--- config.mk ---
export PLATFORM = sky130hd
export DESIGN_NAME = pebble_core_mc
export DESIGN_NICKNAME = d
export VERILOG_FILES = /design/src/rtl/pebble_pkg.sv /design/src/rtl/pebble_alu_p.sv /design/src/rtl/pebble_core_mc.sv
export SDC_FILE = /design/constraint.sdc
export NUM_CORES = 1
export LEC_CHECK = 0
export ABC_AREA = 0
export ABC_CLOCK_PERIOD_IN_PS = 8240
export CORE_MARGIN = 4
export CORE_UTILIZATION = 45
export DETAILED_ROUTE_END_ITERATION = 7
export PLACE_DENSITY_LB_ADDON = 0.25
export SLEW_MARGIN = 20
export SYNTH_ARGS = -nofsm -noshare
export SYNTH_HDL_FRONTEND = slang
export SYNTH_SLANG_ARGS = --single-unit
--- constraint.sdc ---
create_clock -name clk -period 8.24 [get_ports clk]
set_clock_uncertainty 0.15 [all_clocks]
set_input_delay 1.236 -clock clk [delete_from_list [all_inputs] [get_ports clk]]
set_output_delay 1.236 -clock clk [all_outputs]
set_load 0.005 [all_outputs]
--- src/rtl/pebble_pkg.sv ---
// Shared types and instruction field layout for the pebble multi-cycle core.
// The 9-bit instruction word is split into a 2-bit type and a 7-bit payload.
package pebble_pkg;

  typedef enum logic [2:0] {StIdle, StFetch, StExec, StMem, StDone} state_e;

  typedef enum logic [1:0] {InsnR = 2'b00, InsnI = 2'b01, InsnM = 2'b10, InsnB = 2'b11} insn_e;

  typedef enum logic [2:0] {
    AluAdd  = 3'b000,
    AluSub  = 3'b001,
    AluAnd  = 3'b010,
    AluOr   = 3'b011,
    AluXor  = 3'b100,
    AluShl  = 3'b101,
    AluShr  = 3'b110,
    AluPass = 3'b111
  } alu_op_e;

  localparam int unsigned IrW      = 9;
  localparam int unsigned TypeLsb  = 7;  // IR[8:7]
  localparam int unsigned FlagBit  = 6;  // load (M) / halt (B)
  localparam int unsigned FuncLsb  = 4;  // IR[6:4]
  localparam int unsigned IRdLsb   = 5;  // IR[6:5]
  localparam int unsigned ImmW     = 5;  // IR[4:0]
  localparam int unsigned HiRegLsb = 4;  // IR[5:4]: M data reg, B target reg
  localparam int unsigned SrcALsb  = 2;  // IR[3:2]: rd/rs1, M addr reg, B ra
  localparam int unsigned SrcBLsb  = 0;  // IR[1:0]: rs2, B rb

  function automatic logic [1:0] reg_field(logic [IrW-1:0] ir, int unsigned lsb);
    return ir[lsb +: 2];
  endfunction

endpackage

--- src/rtl/pebble_alu_p.sv ---
// Combinational ALU; the zero flag doubles as the equality test for branches.
module pebble_alu_p
  import pebble_pkg::*;
#(
  parameter int unsigned DW = 8
) (
  input  logic [2:0]    op,
  input  logic [DW-1:0] a,
  input  logic [DW-1:0] b,
  output logic [DW-1:0] y,
  output logic          zero
);

  always_comb begin
    y = '0;
    unique case (alu_op_e'(op))
      AluAdd:  y = a + b;
      AluSub:  y = a - b;
      AluAnd:  y = a & b;
      AluOr:   y = a | b;
      AluXor:  y = a ^ b;
      AluShl:  y = a << 1;
      AluShr:  y = a >> 1;
      AluPass: y = b;
    endcase
    zero = (y == '0);
  end

endmodule

--- src/rtl/pebble_core_mc.sv ---
// Multi-cycle pebble core: fetch / execute / memory FSM, 4-entry register file and PC.
// All bus outputs are registered; imem_addr is the PC register itself.
module pebble_core_mc
  import pebble_pkg::*;
#(
  parameter int unsigned DW  = 8,
  parameter int unsigned PCW = 10
) (
  input  logic           clk,
  input  logic           reset,
  input  logic           start,
  output logic           done,
  output logic           imem_req,
  output logic [PCW-1:0] imem_addr,
  input  logic           imem_valid,
  input  logic [8:0]     imem_rdata,
  output logic           dmem_req,
  output logic           dmem_we,
  output logic [DW-1:0]  dmem_addr,
  output logic [DW-1:0]  dmem_wdata,
  input  logic           dmem_valid,
  input  logic [DW-1:0]  dmem_rdata
);

  state_e         state;
  logic [PCW-1:0] pc;
  logic [IrW-1:0] ir;
  logic [DW-1:0]  rf [4];

  insn_e          itype;
  logic           flag;
  logic [1:0]     src_a, src_b, hi_reg, i_rd;
  logic [2:0]     alu_op;
  logic [DW-1:0]  alu_y, imm_ext;
  logic           alu_zero;
  logic [PCW-1:0] pc_inc, br_target;

  assign itype     = insn_e'(ir[TypeLsb +: 2]);
  assign flag      = ir[FlagBit];
  assign src_a     = reg_field(ir, SrcALsb);
  assign src_b     = reg_field(ir, SrcBLsb);
  assign hi_reg    = reg_field(ir, HiRegLsb);
  assign i_rd      = reg_field(ir, IRdLsb);
  assign imm_ext   = {{(DW-ImmW){1'b0}}, ir[ImmW-1:0]};
  assign pc_inc    = pc + {{(PCW-1){1'b0}}, 1'b1};
  assign br_target = PCW'(rf[hi_reg]);
  assign imem_addr = pc;
  // Branches reuse the ALU subtract: equal operands give a zero result.
  assign alu_op    = (itype == InsnR) ? ir[FuncLsb +: 3] : 3'(AluSub);

  pebble_alu_p #(
    .DW(DW)
  ) u_alu (
    .op  (alu_op),
    .a   (rf[src_a]),
    .b   (rf[src_b]),
    .y   (alu_y),
    .zero(alu_zero)
  );

  always_ff @(posedge clk) begin
    if (!reset) begin
      state      <= StIdle;
      pc         <= '0;
      ir         <= '0;
      for (int i = 0; i < 4; i++) rf[i] <= '0;
      done       <= 1'b0;
      imem_req   <= 1'b0;
      dmem_req   <= 1'b0;
      dmem_we    <= 1'b0;
      dmem_addr  <= '0;
      dmem_wdata <= '0;
    end else begin
      unique case (state)
        StIdle, StDone: begin
          if (start) begin
            pc       <= '0;
            done     <= 1'b0;
            imem_req <= 1'b1;
            state    <= StFetch;
          end
        end
        StFetch: begin
          if (imem_valid) begin
            ir       <= imem_rdata;
            imem_req <= 1'b0;
            state    <= StExec;
          end
        end
        StExec: begin
          unique case (itype)
            InsnR: begin
              rf[src_a] <= alu_y;
              pc        <= pc_inc;
              imem_req  <= 1'b1;
              state     <= StFetch;
            end
            InsnI: begin
              rf[i_rd] <= imm_ext;
              pc       <= pc_inc;
              imem_req <= 1'b1;
              state    <= StFetch;
            end
            InsnM: begin
              dmem_req   <= 1'b1;
              dmem_we    <= ~flag;
              dmem_addr  <= rf[src_a];
              dmem_wdata <= rf[hi_reg];
              state      <= StMem;
            end
            InsnB: begin
              if (flag) begin
                done  <= 1'b1;
                state <= StDone;
              end else begin
                pc       <= alu_zero ? br_target : pc_inc;
                imem_req <= 1'b1;
                state    <= StFetch;
              end
            end
          endcase
        end
        StMem: begin
          if (dmem_valid) begin
            if (flag) rf[hi_reg] <= dmem_rdata;
            dmem_req <= 1'b0;
            dmem_we  <= 1'b0;
            pc       <= pc_inc;
            imem_req <= 1'b1;
            state    <= StFetch;
          end
        end
        default: state <= StIdle;
      endcase
    end
  end

endmodule
==> run_results.csv, run 1 <==
group,metric,value,unit
timing,period_needed,5.059,ns
finish,drive_gt1_share,10.57,%
die,io_pins,52,
yosys,yosysTopAreaCellShare,18.41,%
finish,areaGrowthSynthToFinish,18.29,%
timing,fmax,0.1977,GHz
yosys,ys_seq_area_share,36.83,%
route,routed_wl,15600,µm
yosys,synthTopCellsByCount,"87 x nand2_1, 51 x nor2_1, 48 x dfxtp_1, 46 x a21oi_1, 32 x edfxtp_1",
critical_path,endpoint_kind,"flop",
yosys,synth-edff-count,32,
critical_path,crit_type,"reg2reg",
timing,report.final.slew_viol_count,0,
global_route,overflow,0,
placement,post-dp-hpwl,11770,µm
yosys,ys_types,68,
die,dieWidth,115.7,µm
power_and_ir_drop,ir_drop,0.0002191,V
power_and_ir_drop,switching_power,312.7,µW
critical_path,rr_endpoint,"imem_addr[0]",
clock_tree,cts_buffers,9,
critical_path,crit_required,8.31,ns
power_and_ir_drop,p_per_area,181.3,mW/mm²
power_and_ir_drop,swShare,27.95,%
clock_tree,path_clk_slew,0.06,ns
global_route,grt_max_degree,38,
yosys,yosys_register_bits,80,
global_route,grt_pass1_vias,4513,
yosys,synth_area_leader_cell,"dfxtp_1",
die,dieHeight,115.7,µm
clock_tree,cts_resized,0,
clock_tree,htree_levels,3,
critical_path,r2r_slack,3.18,ns
clock_tree,postCtsHoldBufs,0,
route,wl_per_cell,20.59,µm
route,drcViolationCount,0,
die,core_area,0.01137,mm²
finish,fillerInstances,1061,
finish,finalNetCount,658,
timing,fin_crit_sh,61.39,%
power_and_ir_drop,power_frac_comb,21.7,%
clock_tree,cts_tree,"done",
worst_hold_path,hp-start,"dmem_addr[5]",
placement,numPortBuffers,51,
timing,rsz0062_at_grt,"false",
worst_hold_path,hold_class,"reg2reg",
yosys,synthFlopType,"dfxtp_1",
die,die_area,0.01338,mm²
route,drtIter0Drc,388,
run_status,status,"finished clean",
yosys,avgSynthCellArea,9.188,µm²
power_and_ir_drop,p_leak,0.002225,µW
route,dr.pass1.iters,5,
global_route,grtUsageTotal,23.64,%
die,rows,39,
global_route,antenna_found_initial,0,
finish,num_antenna_cells,0,
worst_hold_path,min_path_cells,2,
power_and_ir_drop,power_frac_clock,38.2,%
placement,place_ws,3.199,ns
power_and_ir_drop,intPower,806.3,µW
route,vias_per_cell,6.041,
route,drtAntennaViolNets,0,
critical_path,worst_setup_path_start_kind,"flop",
flow_run,maxCapViolations,0,
yosys,synthArstFlopShare,0,%
clock_tree,numClockSinks,80,
clock_tree,clockBufferDepth,2,
critical_path,crit_arrival,5.13,ns
yosys,syn_area,0.005219,mm²
clock_tree,post_cts_buffers,0,
critical_path,worstPathMaxFanout,14,
critical_path,reg2regPathDepth,15,
timing,fin_setup_tns,0,ns
clock_tree,clk_latency,0.34,ns
timing,timing.slew.headroom,27.60,%
timing,worst_slack,3.181,ns
route,vias,4579,
global_route,grt_pass1_wl,24120,µm
timing,hold_viol_final,0,
die,start_util,45.90,%
power_and_ir_drop,seq_power_share,40.1,%
worst_hold_path,holdPathEnd,"dmem_addr[5]",
yosys,syn_inst,568,
yosys,yosysMostFrequentCell,"nand2_1",
yosys,yosysWarningCount,0,
yosys,ys_top_cells_by_area,"dfxtp_1 18%, edfxtp_1 18%, mux4_2 10%",
timing,worst_pin_slew,1.084,ns
timing,finalSetupViolCount,0,
clock_tree,cts-root-buf,"clkbuf_16",
yosys,syn_nets,616,
placement,globalplace.congestion,0.9302,
-- power groups by stage --
stage	Combinational [µW]	Sequential, µW	Clock (µW)
after floorplan	176	445	0
after global placement	236	456	0
after detailed placement	239	457	0
after CTS	240	448	434
after global routing	264	451	454
final	242	449	428
-- flip-flops by register name, indices dropped and copies added, names as in the netlist, named ones only --
signal,count
state,3
imem_req,1
dmem_addr,8
done,1
dmem_req,1
ir,9
rf,32
dmem_we,1
dmem_wdata,8
imem_addr,10
-- worst max-delay path, cell delays in order, from the launching register on --
cell	delay, ns
dfxtp_1	0.63
mux4_2	0.64
inv_1	0.12
ha_1	0.23
nand2_1	0.06
o21ai_0	0.16
inv_1	0.10
ha_1	0.22
nor2b_1	0.14
o2111a_1	0.26
or3_1	0.36
o31ai_1	0.31
xnor2_1	0.16
a211oi_2	0.92
a21oi_1	0.15
o311a_1	0.34
-- how the worst max path moves through the flow --
stage                     start      endpoint  slack [ns]  cells after the start
after floorplan            flop  imem_addr[6]        4.31                     17
after global placement     flop  imem_addr[0]        3.32                     14
after detailed placement   flop  imem_addr[0]        3.20                     15
after CTS                  flop  imem_addr[0]        3.18                     15
after global routing       flop  imem_addr[0]        2.92                     15
final                      flop  imem_addr[0]        3.18                     15
-- stage by stage --
stage | total power [µW] | utilization, % | cell area, µm² | hold slack, ns | std cells
after floorplan | 621.0 | - | 5219 | 0.2998 | 568
after global placement | 692.5 | 51.43 | 5847 | 0.2962 | 742
after detailed placement | 695.4 | 51.43 | 5847 | 0.2984 | 742
after CTS | 1123 | 54.30 | 6173 | 0.3066 | 758
after global routing | 1170 | 54.30 | 6173 | 0.3215 | 758
final | 1119 | 54.30 | 6173 | 0.3036 | 758
-- layout by cell type (no fill, tap or decap), types with 3 or more instances in the layout --
master	Yosys	layout
xor2_1	6	6
o31ai_1	3	3
ha_1	25	25
inv_1	30	30
and3_1	6	6
a31oi_1	4	4
a211oi_1	4	4
o21a_1	3	3
dfxtp_1	48	48
a221oi_1	3	3
xnor2_1	12	12
nand3_1	17	17
clkdlybuf4s50_1	0	51
nor2b_1	7	7
nand4_1	4	4
nor2_1	51	51
clkbuf_16	0	10
o21ai_0	19	19
edfxtp_1	32	32
o22ai_1	3	3
nand2b_1	14	14
nor4_1	4	3
mux4_2	24	24
a222oi_1	3	3
nand2_1	87	87
nand3b_1	6	6
a21oi_1	46	46
mux2i_1	8	8
o221ai_1	4	4
nor3b_1	4	3
nor3_1	12	12
buf_4	0	7
a22oi_1	6	6
a41oi_2	3	3
and2_1	3	3
-- cell families after synthesis --
group,synth area share [%]
adder cells (fa/ha/maj),6.377
multiplexers,12.11
buffers and inverters,4.699
AO/OA/AOI/OAI,15.97
XOR/XNOR,3.021
AND/OR/NAND/NOR,21.00
flip-flops,36.83
-- routing by layer --
layer / vias up / track usage (%) / share of wire (%)
li1: 2152 / - / -
met5: - / 0 / 0
met2: 186 / 39.43 / 49
met1: 2223 / 31.60 / 42
met3: 18 / 4.178 / 7.3
met4: 0 / 7.115 / 1.6
-- layout make-up --
cell class	instances	area, µm²	share of cell area [%]
Tap cell	143	178.9	2.898
Clock inverter	3	45.04	0.7296
Multi-Input combinational cell	429	3063	49.61
Inverter	32	120.1	1.946
Timing Repair Buffer	58	563.0	9.120
Sequential cell	80	1922	31.13
Clock buffer	13	281.5	4.560
(Power assumes the default switching activity.)
==> run 2, diff against run 1 <==
- ABC_CLOCK_PERIOD_IN_PS: 8240 -> 4300
- clock period: 8.24 -> 4.3 ns (I/O delays scaled with it)
==> run 2 against run 1 <==
Fmax up 22%. Cell count up 3.2%. Critical path type unchanged. Via count up 3.7%. Register-to-register slack worse by 3.0 ns. First-iteration DRC count up 10%. Total power up 96%. Non-clock buffer count up 24. Sequential share of layout area down 1.0 points. Wire length up 2.7%. Global-route usage up 0.77 points.
==> run_results.csv, run 2 (synthesized netlist as in run 1, its figures left out) <==
group,metric,value,unit
finish,layout_common_cells,"87 x nand2_1, 51 x nor2_1, 51 x clkdlybuf4s50_1",
clock_tree,postCtsHoldBufs,0,
route,dr.pass1.iters,6,
timing,report.final.slew_viol_count,0,
global_route,grt_pass1_wl,24820,µm
placement,dp_cells,759,
global_route,grt_pass1_vias,4589,
power_and_ir_drop,total_power,2188,µW
placement,numPortBuffers,51,
clock_tree,cts_tree,"done",
clock_tree,path_clk_slew,0.06,ns
clock_tree,clockBufferDepth,2,
worst_hold_path,hp-start,"dmem_addr[3]",
critical_path,worst_setup_path_start_kind,"flop",
critical_path,crit_arrival,4.22,ns
timing,worst_pin_slew,0.8082,ns
die,dieWidth,115.7,µm
global_route,antenna_found_initial,0,
run_status,status,"finished clean",
clock_tree,cts-root-buf,"clkbuf_16",
finish,num_antenna_cells,0,
route,routed_wl,16030,µm
timing,fin_crit_sh,96.06,%
critical_path,endpoint_kind,"flop",
clock_tree,clk_latency,0.35,ns
route,wl_per_cell,20.49,µm
global_route,grtUsageTotal,24.41,%
die,die_area,0.01338,mm²
route,drcViolationCount,0,
route,vias,4750,
route,drtAntennaViolNets,0,
die,io_pins,52,
timing,finalSetupViolCount,0,
power_and_ir_drop,ir_drop,0.0002739,V
critical_path,crit_type,"reg2reg",
placement,globalplace.congestion,1.043,
clock_tree,numClockSinks,80,
finish,finalNetCount,682,
finish,final_common_cell,"nand2_1",
die,start_util,45.90,%
global_route,overflow,0,
timing,fmax,0.2421,GHz
critical_path,worstPathMaxFanout,7,
timing,period_needed,4.130,ns
finish,largest-register,"rf",
die,dieHeight,115.7,µm
timing,hold_viol_final,0,
clock_tree,htree_levels,3,
critical_path,crit_required,4.39,ns
timing,rsz0062_at_grt,"false",
finish,drive_gt1_share,14.55,%
worst_hold_path,hold_class,"reg2reg",
route,drtIter0Drc,427,
finish,areaGrowthSynthToFinish,22.46,%
finish,largest_register_ffs,32,
route,vias_per_cell,6.074,
global_route,grt_max_degree,37,
timing,timing.slew.headroom,45.76,%
placement,post-dp-hpwl,11880,µm
die,core_area,0.01137,mm²
power_and_ir_drop,p_per_area,342.3,mW/mm²
finish,finalNonFillerCells,782,
flow_run,maxCapViolations,0,
die,rows,39,
clock_tree,cts_buffers,9,
power_and_ir_drop,p_leak,0.002346,µW
-- run 2: critical path, stage by stage, from the launching register on --
cell	delay, ns
dfxtp_2	0.37
buf_4	0.20
mux4_2	0.62
o311ai_4	0.29
o21ai_0	0.18
xnor2_1	0.17
ha_1	0.35
or4_1	0.54
o211ai_1	0.12
o2111ai_1	0.15
a211oi_2	0.22
buf_4	0.17
buf_6	0.14
a21oi_1	0.07
o311a_1	0.28
-- run 2: area by class of cell --
type	count	area, µm²
tap	143	178.9
clock buffer	10	229.0
clock inverter	6	90.09
fill	1042	4979
multi-input combinational	429	3093
timing repair buffer	82	757.0
sequential	80	1923
inverter	32	120.1
-- run 2: worst paths after layout --
kind / to / slack, ns / cells past startpoint
min reg2reg: dmem_addr[3] / 0.31 / 2
min: dmem_addr[3] / 0.31 / 2
max reg2reg: imem_addr[0] / 0.17 / 14
max: imem_addr[0] / 0.17 / 14
-- run 2: per-stage QoR --
stage / setup slack (ns) / setup TNS (ns) / area [µm²] / utilization (%) / hold slack (ns)
global placement: -0.03216 / -0.03216 / 5987 / 52.66 / 0.2930
finish: 0.1695 / 0 / 6391 / 56.21 / 0.3064
global route: 0.01724 / 0 / 6391 / 56.21 / 0.3340
floorplan: 0.3692 / 0 / 5219 / - / 0.2998
CTS: 0.01379 / 0 / 6317 / 55.56 / 0.3075
detailed placement: -0.01936 / -0.01936 / 5987 / 52.66 / 0.2996
-- run 2: per-layer routing --
metal	up-vias	track usage, %	share of wire, %
li1	2207	-	-
met1	2308	33.28	43
met2	209	40.12	47
met3	26	4.909	7.5
met4	0	6.265	2.0
met5	-	0	0
-- run 2: report_power, final --
group          switching (µW)  internal [µW]
combinational             276            225
clock                     321            512
sequential               33.5            820
total                     631           1560
-- run 2: repair_timing --
action	4_1_cts	5_1_grt
setup endpoints to repair	3	14
buffers inserted	1	5
hold endpoints to repair	0	0
gates cloned	0	1
pin swaps	1	1
resized for setup	1	7
